File: src/rtl/usb_rx_rcu.sv
// ---------------------------------------------------------------------------
// usb_rx_rcu -- USB receiver control unit.
//
// Sequences one packet: waits for the first bus transition, checks the sync
// byte, hands each following data byte to the RX FIFO with a one-cycle write
// strobe, and classifies the end of packet as good (EOP on a byte boundary)
// or bad (bad sync, EOP mid-byte, or more than MAX_BYTES data bytes).
//
// Ports
//   clk            in   system clock, rising edge
//   rst            in   asynchronous active-high reset
//   d_edge         in   pulse: bus transition detected
//   eop            in   SE0 level, only meaningful together with shift_enable
//   shift_enable   in   pulse: one per bit period
//   byte_received  in   pulse: rcv_data holds a complete byte
//   rcv_data[7:0]  in   most recently assembled byte
//   rcving         out  packet reception in progress (registered)
//   w_enable       out  FIFO write strobe for rcv_data (registered)
//   r_error        out  sticky receive error, cleared by the next packet start
//   byte_cnt[7:0]  out  data bytes written in the current packet
//   state_dbg[2:0] out  current FSM state, for observation only
//
// Handshake: there is no back-pressure. Every input pulse is consumed in the
// cycle it is sampled; w_enable is a fire-and-forget strobe that is high for
// exactly one cycle per stored byte, with rcv_data still holding that byte.
// ---------------------------------------------------------------------------
module usb_rx_rcu #(
    parameter logic [7:0]  SYNC_BYTE = 8'h80,
    parameter int unsigned MAX_BYTES = 64
) (
    input  logic       clk,
    input  logic       rst,
    input  logic       d_edge,
    input  logic       eop,
    input  logic       shift_enable,
    input  logic       byte_received,
    input  logic [7:0] rcv_data,
    output logic       rcving,
    output logic       w_enable,
    output logic       r_error,
    output logic [7:0] byte_cnt,
    output logic [2:0] state_dbg
);

    typedef enum logic [2:0] {
        IDLE     = 3'd0,
        RCV_SYNC = 3'd1,
        CHK_SYNC = 3'd2,
        RCV_DATA = 3'd3,
        STORE    = 3'd4,
        EOP_WAIT = 3'd5,
        ERR_WAIT = 3'd6,
        ERR_EOP  = 3'd7
    } state_t;

    localparam logic [7:0] MAX_CNT = 8'(MAX_BYTES);

    state_t     state;
    state_t     next_state;
    logic [2:0] bit_cnt;
    logic [2:0] next_bit_cnt;
    logic [7:0] next_byte_cnt;
    logic       next_w_enable;
    logic       next_r_error;
    logic       next_rcving;
    logic       eop_bit;

    // An EOP only counts when it is sampled on a bit period.
    assign eop_bit   = eop & shift_enable;
    assign state_dbg = state;

    always_ff @(posedge clk or posedge rst) begin
        if (rst) begin
            state    <= IDLE;
            rcving   <= 1'b0;
            w_enable <= 1'b0;
            r_error  <= 1'b0;
            byte_cnt <= 8'd0;
            bit_cnt  <= 3'd0;
        end else begin
            state    <= next_state;
            rcving   <= next_rcving;
            w_enable <= next_w_enable;
            r_error  <= next_r_error;
            byte_cnt <= next_byte_cnt;
            bit_cnt  <= next_bit_cnt;
        end
    end

    always_comb begin
        next_state    = state;
        next_w_enable = 1'b0;
        next_r_error  = r_error;
        next_byte_cnt = byte_cnt;
        next_bit_cnt  = bit_cnt;

        case (state)
            IDLE: begin
                // A new packet wipes the previous packet's status.
                if (d_edge) begin
                    next_state    = RCV_SYNC;
                    next_r_error  = 1'b0;
                    next_byte_cnt = 8'd0;
                    next_bit_cnt  = 3'd0;
                end
            end

            RCV_SYNC: begin
                if (eop_bit) begin
                    next_state   = ERR_EOP;
                    next_r_error = 1'b1;
                end else if (byte_received) begin
                    next_state = CHK_SYNC;
                end
            end

            CHK_SYNC: begin
                // rcv_data still holds the byte that arrived last cycle.
                if (rcv_data == SYNC_BYTE) begin
                    next_state = RCV_DATA;
                end else begin
                    next_state   = ERR_WAIT;
                    next_r_error = 1'b1;
                end
            end

            RCV_DATA: begin
                // EOP wins over a coincident byte: that byte is dropped.
                if (eop_bit) begin
                    if (bit_cnt == 3'd0) begin
                        next_state = EOP_WAIT;
                    end else begin
                        next_state   = ERR_EOP;
                        next_r_error = 1'b1;
                    end
                end else if (byte_received) begin
                    next_state   = STORE;
                    next_bit_cnt = 3'd0;
                end else if (shift_enable) begin
                    next_bit_cnt = bit_cnt + 3'd1;
                end
            end

            STORE: begin
                // Saturate at MAX_BYTES: an extra byte is an error, not a wrap.
                if (byte_cnt < MAX_CNT) begin
                    next_state    = RCV_DATA;
                    next_w_enable = 1'b1;
                    next_byte_cnt = byte_cnt + 8'd1;
                end else begin
                    next_state   = ERR_WAIT;
                    next_r_error = 1'b1;
                end
            end

            ERR_WAIT: begin
                // Swallow the rest of a bad packet until its EOP.
                if (eop_bit) begin
                    next_state = ERR_EOP;
                end
            end

            EOP_WAIT, ERR_EOP: begin
                // Wait for the bus to return to idle J before rearming.
                if (d_edge) begin
                    next_state = IDLE;
                end
            end

            default: begin
                next_state = IDLE;
            end
        endcase

        next_rcving = (next_state != IDLE);
    end

endmodule

File: config.mk
export PLATFORM = sky130hd
export DESIGN_NAME = usb_rx_rcu
export DESIGN_NICKNAME = d
export VERILOG_FILES = /design/src/rtl/usb_rx_rcu.sv
export SDC_FILE = /design/constraint.sdc
export NUM_CORES = 1
export LEC_CHECK = 0
export CORE_MARGIN = 2
export CORE_UTILIZATION = 50
export DETAILED_ROUTE_END_ITERATION = 16
export HOLD_SLACK_MARGIN = 0.1
export MAX_ROUTING_LAYER = met4
export PLACE_DENSITY = 0.81
export RECOVER_POWER = 25
export SYNTH_ARGS = -nofsm -noshare
export SYNTH_HDL_FRONTEND = slang
export SYNTH_SLANG_ARGS = --single-unit
File: constraint.sdc
create_clock -name clk -period 4.5 [get_ports clk]
set_input_delay 0.675 -clock clk [delete_from_list [all_inputs] [get_ports clk]]
set_output_delay 0.675 -clock clk [all_outputs]
set_load 0.005 [all_outputs]
======== Word level (Yosys, flattened, before mapping) ========
Cells that the tools add are included.
storage, ports and cells
  logic and storage cells ................. 65
  flip-flop bits (word level) ............. 17
  bits of input ports ..................... 14
  output and inout bits ................... 14
operators by class
  reductions and logical operators ........ 10
  equality and inequality tests ........... 17
  mux-type cells .......................... 28
  order comparisons ....................... 1
  add/subtract/negate cells ............... 2
  bitwise gates (word level) .............. 1
operators by type and width
  cell                                                                           number
  3-bit two-way mux                                                              13
  3-bit one-hot mux with 7 select lines                                          1
  8-bit two-way mux                                                              2
  2-bit != test (second input constant)                                          8
  8-bit one-hot mux with 2 select lines                                          1
  3-bit equality test (second input constant)                                    4
  8-bit by 1-bit adder with 8-bit output (second input constant)                 1
  8-bit equality test (second input constant)                                    1
  8-bit by 7-bit less-than comparator with 1-bit output (second input constant)  1
  1-bit two-way mux                                                              8
  7-bit AND reduction                                                            1
  3-bit by 2-bit equality test with 1-bit output (second input constant)         2
  3-bit zero test                                                                2
  3-bit one-hot mux with 2 select lines                                          1
  1-bit one-hot mux with 5 select lines                                          1
  5-bit nonzero test                                                             1
  4-bit AND reduction                                                            1
  2-bit nonzero test                                                             2
  3-bit by 1-bit adder with 3-bit output (second input constant)                 1
  3-bit by 1-bit equality test with 1-bit output (second input constant)         1
  3-bit != test (second input constant)                                          1
  3-bit AND reduction                                                            1
  3-bit nonzero test                                                             1
  2-bit two-way mux                                                              1
  2 further kinds                                                                2

======== Depth between registers and ports, before layout ========
Gate-level depths: netlist (run 1).
  word-level depth ........................ 5
  depth in mapped cells ................... 7
  mapped depth without buffers ............ 7

======== Worst setup path before layout (run 1) ========
No wires, ideal clock.
  path kind ............................... input -> register
  start point ............................. input rcv_data[5]
  end point ............................... register rcving
  slack ................................... 2.857 ns
  required time ........................... 4.359 ns
  library setup time ...................... 0.141 ns
  stages .................................. 4
  arrival time ............................ 1.502 ns
  buffers on the path ..................... 0
  path through ............................ nor4b_1 > nand2_1 > a211o_1 > nand4b_1
on the way
  longest elaborated chain between the ends .. 4
ends and longest elaborated chain
  element                                line  text
  from (decl)                            37    input logic [7:0] rcv_data,
  8-bit equality test                    119   if (rcv_data == SYNC_BYTE) begin
  3-bit two-way mux                      119
  3-bit one-hot mux with 7 select lines  97    case (state)
  named net next_state[2]                59    state_t next_state;
  3-bit nonzero test                     175   next_rcving = (next_state != IDLE);
  named net next_rcving                  65    logic next_rcving;
  to (signal assigned)                   82    rcving <= next_rcving;
  to (decl)                              38    output logic rcving,
The timed path passes the listed nets, and every way through them passes these cells.
A chain may end at the register's enable or synchronous reset.

======== Worst setup path in the final report (run 1) ========
  start point ............................. register state[2] (netlist: state_dbg[2])
  end point ............................... output state_dbg[2]
RTL lines
  element                 line  text
  from (decl)             58    state_t state;
  from (signal assigned)  81    state <= next_state;
  to (decl)               42    output logic [2:0] state_dbg
No word-level cell between the ends.

==> flow_summary.json, run 1 <==
{
  "outcome": "completed",
  "wl_um": 2158,
  "synth_edf_count": 0,
  "fin_skew_ps": 12.21,
  "cts-htree-levels": 1,
  "gp_congestion": 0.9180,
  "wire_per_inst_um": 13.49,
  "worst_skew_pair.late_latency_ps": 290,
  "hold_start": "r_error",
  "p_switching_w": 0.0002731,
  "rows": 16,
  "post_cts_buffers": 0,
  "syn_inst": 105,
  "maxCapViolations": 0,
  "cp_top_family": "flip-flops",
  "cts_root_buf": "clkbuf_4",
  "clkPwrFrac_pct": 11.8,
  "cts.clk_slew.worst_paths_ps": 110,
  "swShare_pct": 39.50,
  "syn_area_um2": 991.0,
  "placed_cells": 156,
  "place_ws_ps": 2256,
  "setup_violations": 0,
  "p_total_w": 0.0006914,
  "period_minus_slack_ps": 2324,
  "drv_slew": 0,
  "drt_first_pass_iters": 4,
  "postSynthNetCount": 122,
  "ys_types": 41,
  "port_buffers": 27,
  "reg2regPathDepth": 5,
  "yosysWarnings": 0,
  "hold_buffers": 0,
  "stdcell_count": 160,
  "hold_viol_final": 0,
  "io_pins": 28,
  "final_cell_mix": "clkdlybuf4s50_1, dfrtp_1, nor2_1, inv_1, nand2_1",
  "final_nets": 151,
  "critPathArrivalTime_ps": 1650,
  "vias": 895,
  "ys.flop_type": "dfrtp_1",
  "antenna_left": 0,
  "grt_max_degree": 18,
  "path_cells": "clkdlybuf4s50_1",
  "synthArstFlopShare_pct": 100.0,
  "final_common_cell": "clkdlybuf4s50_1",
  "r2r_start": "state_dbg[2]",
  "path_depth": 1,
  "initial_core_util_pct": 51.56,
  "grt_pass1_vias": 856,
  "cp_max_fo": 17,
  "die_area_um2": 2354,
  "r2r-end": "rcving",
  "clock.fmax_mhz": 430.2,
  "syn2layout_area_growth_pct": 30.43,
  "gr-total-overflow": 0,
  "hold_end": "r_error",
  "crit_type": "reg2out",
  "syn_area_per_cell_um2": 9.438,
  "drive_above_1_share_pct": 9.023,
  "rrSetupSlack_ps": 2730,
  "combinationalPowerShare_pct": 45.8,
  "place_hpwl_um": 1660,
  "grt_usage_pct": 20.80,
  "leakagePower_nw": 0.5307,
  "critPathBufInv": 1,
  "layout_worst_path_cycle_share_pct": 51.65,
  "p_int_w": 0.0004183,
  "seqPwrFrac_pct": 42.4,
  "slowest_delay_ps": 740,
  "dieWidth_um": 48.52,
  "drc_errors": 0,
  "hold_depth": 2,
  "clock_path_buffers": 2,
  "ir_drop_uv": 243.1,
  "cts_buffers": 3,
  "tritoncts": "done",
  "end_kind": "primary output",
  "cp-start-kind": "flop",
  "rsz0062_at_grt": "no",
  "fin_setup_tns_ps": 0,
  "core_area_um2": 1922,
  "ys_seq_area_share_pct": 42.93,
  "clock_sinks": 17,
  "hold_slack_ps": 515.2,
  "routed_via_density": 5.594,
  "antenna_found_initial": 0,
  "drtIter0Drc": 12,
  "grt_pass1_wl_um": 3788,
  "synth.ff_latch_count": 17,
  "required_ps": 3830,
  "diodes": 0,
  "ctsResizeCount": 0,
  "critPathSlowestCell": "dfrtp_1",
  "power_density_nw_per_um2": 534.9,
  "die_h_um": 48.52,
  "relSlewSlack_pct": 57.27,
  "hp-class": "reg2reg",
  "worst_slew_pin_slew_ps": 640.2,
  "setup_ws_ps": 2176
}
## area by class of cell
type                            count  area, µm²
Fill cell                         169      629.4
Tap cell                           27      33.78
Clock buffer                        3      22.52
Multi-Input combinational cell     76      501.7
Clock inverter                      1      5.005
Sequential cell                    17      425.4
Timing Repair Buffer               27      270.3
Inverter                            9      33.78
## synthesized netlist by cell type, drive strengths merged, types with 3 or more instances
cell,instances,area [µm²]
inv,9,33.78
o21ai,7,35.03
xor2,3,26.28
and3,3,18.77
a21oi,5,28.78
buf,3,30.03
nand2,6,22.52
ha,3,37.54
nor2,11,43.80
a31oi,4,25.02
dfrtp,17,425.4
nand3,5,30.03
## logic make-up (layout without fill, tap and decap cells)
group                    after synthesis  in the layout  synth area share, %
flip-flops                            17             17                42.93
buffers and inverters                 12             40                6.439
multiplexers                           1              1                1.136
AO/OA/AOI/OAI                         27             27                19.07
adder cells (fa/ha/maj)                3              3                3.788
AND/OR/NAND/NOR                       41             41                23.11
XOR/XNOR                               4              4                3.536
## power by group through the flow
stage	clock network, W	registers [W]	logic, W
finish	0.0000813	0.000293	0.000317
global route	0.0000908	0.000307	0.000356
CTS	0.0000820	0.000294	0.000319
detailed placement	0	0.000295	0.000317
global placement	0	0.000292	0.000312
floorplan	0	0.000264	0.000213
## worst max path at each step
stage | start | endpoint
2_1_floorplan | rcv_data[5] | rcving
3_3_place_gp | shift_enable | rcving
3_5_place_dp | shift_enable | bit_cnt[0]
4_1_cts | state_dbg[2] | state_dbg[2]
5_1_grt | state_dbg[2] | state_dbg[2]
6_report | state_dbg[2] | state_dbg[2]
## flip-flops by register name, indices dropped and copies added, names as in the netlist
name,cells
w_enable,1
rcving,1
byte_cnt,8
r_error,1
bit_cnt,3
state_dbg,3
## per-layer routing
layer	routed length, µm	track usage (%)	up-vias
met2	1119	38.89	23
li1	-	-	437
met5	0	-	-
met1	944	23.60	433
met3	87	4.012	2
met4	6	2.857	0
## metrics by stage
stage / cell area [µm²] / util, %
3_5_place_dp: 1265 / 65.82
3_3_place_gp: 1265 / 65.82
6_report: 1292 / 67.25
2_1_floorplan: 991.0 / -
5_1_grt: 1292 / 67.25
4_1_cts: 1292 / 67.25
(Power assumes the default switching activity.)
==> inputs of run 2 (changes only) <==
CORE_UTILIZATION = 42   (was 50)
PLACE_DENSITY = 0.72   (was 0.81)
clock period = 1.9 ns   (was 4.5 ns; I/O delays follow)
==> flow_summary.json, run 2 (synthesis results as in run 1) <==
{
  "syn2layout_area_growth_pct": 35.10,
  "fillers": 212,
  "hold_slack_ps": 515.9,
  "cp_max_fo": 12,
  "clock_path_buffers": 2,
  "place_ws_ps": 86.57,
  "r2r-end": "bit_cnt[0]",
  "cts_buffers": 3,
  "drt_first_pass_iters": 4,
  "drtIter0Drc": 15,
  "met2_usage_pct": 34.38,
  "grt_pass1_wl_um": 3988,
  "ir_drop_uv": 653.8,
  "gr-total-overflow": 0,
  "cp_top_family": "buffers and inverters",
  "grt_max_degree": 18,
  "drv_slew": 0,
  "placed_cells": 163,
  "diodes": 0,
  "leakagePower_nw": 0.5567,
  "routed_via_density": 5.395,
  "use_met3_pct": 2.571,
  "hp-class": "in2async",
  "setup_ws_ps": 114.0,
  "final_cell_mix": "clkdlybuf4s50_1, dfrtp_1, nor2_1, inv_1",
  "met1_usage_pct": 24.29,
  "stdcell_count": 167,
  "slowest_delay_ps": 540,
  "gp_congestion": 0.9062,
  "antenna_left": 0,
  "cts-htree-levels": 1,
  "rsz0062_at_grt": "no",
  "critPathArrivalTime_ps": 1500,
  "drc_errors": 0,
  "fin_setup_tns_ps": 0,
  "path_cells": "buf_4 > clkdlybuf4s50_1",
  "worst_slew_pin_slew_ps": 652.8,
  "seqPwrFrac_pct": 39.7,
  "end_kind": "primary output",
  "fin_skew_ps": 6.479,
  "power_density_nw_per_um2": 1275,
  "hold_buffers": 0,
  "required_ps": 1620,
  "hold_viol_final": 0,
  "cp-start-kind": "flop",
  "relSlewSlack_pct": 56.43,
  "r2r_start": "state_dbg[0]",
  "cts.clk_slew.worst_paths_ps": 100,
  "tritoncts": "done",
  "grt_usage_pct": 20.20,
  "antenna_found_initial": 0,
  "place_hpwl_um": 1815,
  "die_area_um2": 2764,
  "rows": 17,
  "dieWidth_um": 52.58,
  "largest_reg_flops": 8,
  "crit_type": "reg2out",
  "port_buffers": 27,
  "largest_register": "byte_cnt",
  "wl_um": 2336,
  "core_area_um2": 2212,
  "clock.fmax_mhz": 559.9,
  "period_minus_slack_ps": 1786,
  "critPathBufInv": 2,
  "p_total_w": 0.001707,
  "cts_root_buf": "clkbuf_4",
  "final_common_cell": "clkdlybuf4s50_1",
  "p_int_w": 0.001045,
  "io_pins": 28,
  "reg2regPathDepth": 5,
  "rrSetupSlack_ps": 290,
  "clkPwrFrac_pct": 11.4,
  "vias": 901,
  "die_h_um": 52.58,
  "p_switching_w": 0.0006616,
  "drive_above_1_share_pct": 12.95,
  "setup_violations": 0,
  "critPathSlowestCell": "dfrtp_2",
  "clock_sinks": 17,
  "initial_core_util_pct": 44.80,
  "swShare_pct": 38.76,
  "wire_per_inst_um": 13.99,
  "worst_skew_pair.late_latency_ps": 290,
  "maxCapViolations": 0,
  "final_nets": 157,
  "grt_pass1_vias": 914,
  "combinationalPowerShare_pct": 48.9,
  "layout_worst_path_cycle_share_pct": 94.00,
  "top_usage_layer": "met2",
  "outcome": "completed",
  "path_depth": 2
}
-- run 2: changes by cell type in the layout (fill, tap and decap cells not counted), sizes merged --
| cell | previous run | this run |
|---|---|---|
| buf | 0 | 6 |
| clkbuf | 3 | 4 |
| clkinv | 1 | 0 |
-- run 2: final cells by class --
type	count	area [µm²]	share of cell area, %
Clock buffer	4	26.28	1.963
Multi-Input combinational cell	76	501.7	37.48
Inverter	9	33.78	2.523
Timing Repair Buffer	33	315.3	23.55
Tap cell	28	35.03	2.617
Sequential cell	17	426.7	31.87
-- run 2: repair_timing --
item | CTS | global route
endpoints found under the hold margin | 0 | 0
setup buffers | 0 | 0
gates resized for setup | 1 | 0
setup endpoints to repair | 1 | 0
-- run 2: worst max-delay path by stage --
stage / startpoint / end / slack [ps]
after CTS: state_dbg[2] / state_dbg[2] / 130
after global routing: state_dbg[2] / state_dbg[2] / 70
after floorplan: state_dbg[0] / rcving / 430
after detailed placement: rcv_data[5] / rcving / 90
final: state_dbg[2] / state_dbg[2] / 110
after global placement: rcv_data[5] / rcving / 140
-- run 2: layer usage --
layer	vias up	wire length, µm
met5	-	0
met4	0	38
met3	4	111
met2	26	1159
met1	422	1026
li1	449	-
-- run 2: per-stage QoR --
step / instance area, µm² / utilization [%]
after floorplan: 991.0 / -
after global placement: 1311 / 59.28
after detailed placement: 1311 / 59.28
after CTS: 1339 / 60.52
after global routing: 1339 / 60.52
final: 1339 / 60.52
-- run 2: power groups by stage --
stage	clock network, W	logic (W)	registers (W)
detailed placement	0	0.000833	0.000681
finish	0.000195	0.000834	0.000678
global placement	0	0.000817	0.000678
CTS	0.000202	0.000837	0.000675
floorplan	0	0.000505	0.000624
global route	0.000220	0.000933	0.000702
==> inputs of run 3 (changes only) <==
CTS_BUF_LIST = sky130_fd_sc_hd__clkbuf_4 sky130_fd_sc_hd__clkbuf_8 sky130_fd_sc_hd__clkbuf_16   (was not set)
TNS_END_PERCENT = 20   (was not set)
==> flow_summary.json, run 3 (synthesis results as in run 1) <==
{
  "outcome": "completed",
  "cts.clk_slew.worst_paths_ps": 100,
  "grt_pass1_wl_um": 3960,
  "post_cts_buffers": 0,
  "cts-htree-levels": 1,
  "r2r-end": "bit_cnt[0]",
  "maxCapViolations": 0,
  "fillers": 210,
  "path_cells": "buf_4 > clkdlybuf4s50_1",
  "diodes": 0,
  "cts_buffers": 3,
  "required_ps": 1620,
  "place_hpwl_um": 1815,
  "die_area_um2": 2764,
  "slowest_delay_ps": 540,
  "routed_via_density": 5.569,
  "layout_worst_path_cycle_share_pct": 93.73,
  "crit_type": "reg2out",
  "critPathArrivalTime_ps": 1500,
  "seqPwrFrac_pct": 39.4,
  "antenna_found_initial": 0,
  "cp_top_family": "buffers and inverters",
  "drc_errors": 0,
  "antenna_left": 0,
  "grt_usage_pct": 19.58,
  "hp-class": "in2async",
  "largest_reg_flops": 8,
  "ir_drop_uv": 653.1,
  "dieWidth_um": 52.58,
  "worst_skew_pair.late_latency_ps": 290,
  "clkPwrFrac_pct": 12.1,
  "initial_core_util_pct": 44.80,
  "clock_path_buffers": 2,
  "cp-start-kind": "flop",
  "period_minus_slack_ps": 1781,
  "cts_root_buf": "clkbuf_4",
  "multi_input_area_um2": 501.7,
  "core_area_um2": 2212,
  "power_density_nw_per_um2": 1283,
  "tritoncts": "done",
  "gp_congestion": 0.9062,
  "worst_slew_pin_slew_ps": 656.5,
  "die_h_um": 52.58,
  "final_common_cell": "clkdlybuf4s50_1",
  "rsz0062_at_grt": "no",
  "hold_slack_ps": 518.1,
  "drv_slew": 0,
  "gr-total-overflow": 0,
  "final_cell_mix": "clkdlybuf4s50_1, dfrtp_1, nor2_1, inv_1",
  "clock_sinks": 17,
  "swShare_pct": 38.46,
  "grt_max_degree": 18,
  "leakagePower_nw": 0.5602,
  "clock.fmax_mhz": 561.5,
  "critPathBufInv": 2,
  "rrSetupSlack_ps": 290,
  "drtIter0Drc": 15,
  "p_switching_w": 0.0006623,
  "grt_pass1_vias": 920,
  "wire_per_inst_um": 13.89,
  "combinationalPowerShare_pct": 48.6,
  "path_depth": 2,
  "reg2regPathDepth": 5,
  "r2r_start": "state_dbg[0]",
  "hold_viol_final": 0,
  "final_nets": 157,
  "largest_register": "byte_cnt",
  "critPathSlowestCell": "dfrtp_2",
  "syn2layout_area_growth_pct": 35.48,
  "end_kind": "primary output",
  "fin_skew_ps": 4.626,
  "seq_area_um2": 426.7,
  "relSlewSlack_pct": 56.19,
  "p_int_w": 0.001060,
  "setup_violations": 0,
  "fin_setup_tns_ps": 0,
  "drt_first_pass_iters": 4,
  "wl_um": 2319,
  "vias": 930,
  "cp_max_fo": 12,
  "io_pins": 28,
  "crit_start": "state_dbg[2]",
  "rows": 17,
  "drive_above_1_share_pct": 13.67,
  "port_buffers": 27
}
-- run 3: cell counts in the layout (fill, tap and decap cells not counted) --
No cell type changed its count.
-- run 3: final cells by class --
| class | instances | area share, % |
|---|---|---|
| tap | 28 | 2.610 |
| clock buffer | 4 | 2.237 |
| timing repair buffer | 33 | 23.49 |
| sequential | 17 | 31.78 |
| multi-input combinational | 76 | 37.37 |
| inverter | 9 | 2.516 |
-- run 3: repair_timing --
action,in CTS,in global routing
endpoints found under the setup margin,1,0
resized for setup,1,0
hold buffers,0,0
hold endpoints to repair,0,0
-- run 3: routing by layer --
metal	vias up	GRT usage [%]	wire length (µm)
li1	449	-	-
met1	442	24.29	1007
met2	35	34.17	1160
met3	4	1.714	132
met4	0	5.128	17
met5	-	-	0
-- run 3: worst max-delay path by stage --
stage	endpoint
final	state_dbg[2]
after global routing	state_dbg[2]
after CTS	state_dbg[2]
after detailed placement	rcving
after global placement	rcving
after floorplan	rcving
-- run 3: through the flow --
| stage | utilization [%] | cell area [µm²] | total power, W | cells | setup slack [ps] |
|---|---|---|---|---|---|
| finish | 60.69 | 1343 | 0.001722 | 167 | 119.2 |
| global placement | 59.28 | 1311 | 0.001494 | 163 | 143.2 |
| floorplan | - | 991.0 | 0.001130 | 105 | 434.6 |
| detailed placement | 59.28 | 1311 | 0.001515 | 163 | 86.57 |
| CTS | 60.69 | 1343 | 0.001728 | 167 | 126.4 |
| global route | 60.69 | 1343 | 0.001867 | 167 | 72.58 |
-- run 3: power by group through the flow --
stage                     Sequential [W]  Combinational (W)  Clock (W)
after floorplan                 0.000624           0.000505          0
final                           0.000678           0.000837   0.000208
after global placement          0.000678           0.000817          0
after CTS                       0.000675           0.000837   0.000216
after global routing            0.000702           0.000933   0.000232
after detailed placement        0.000681           0.000833          0
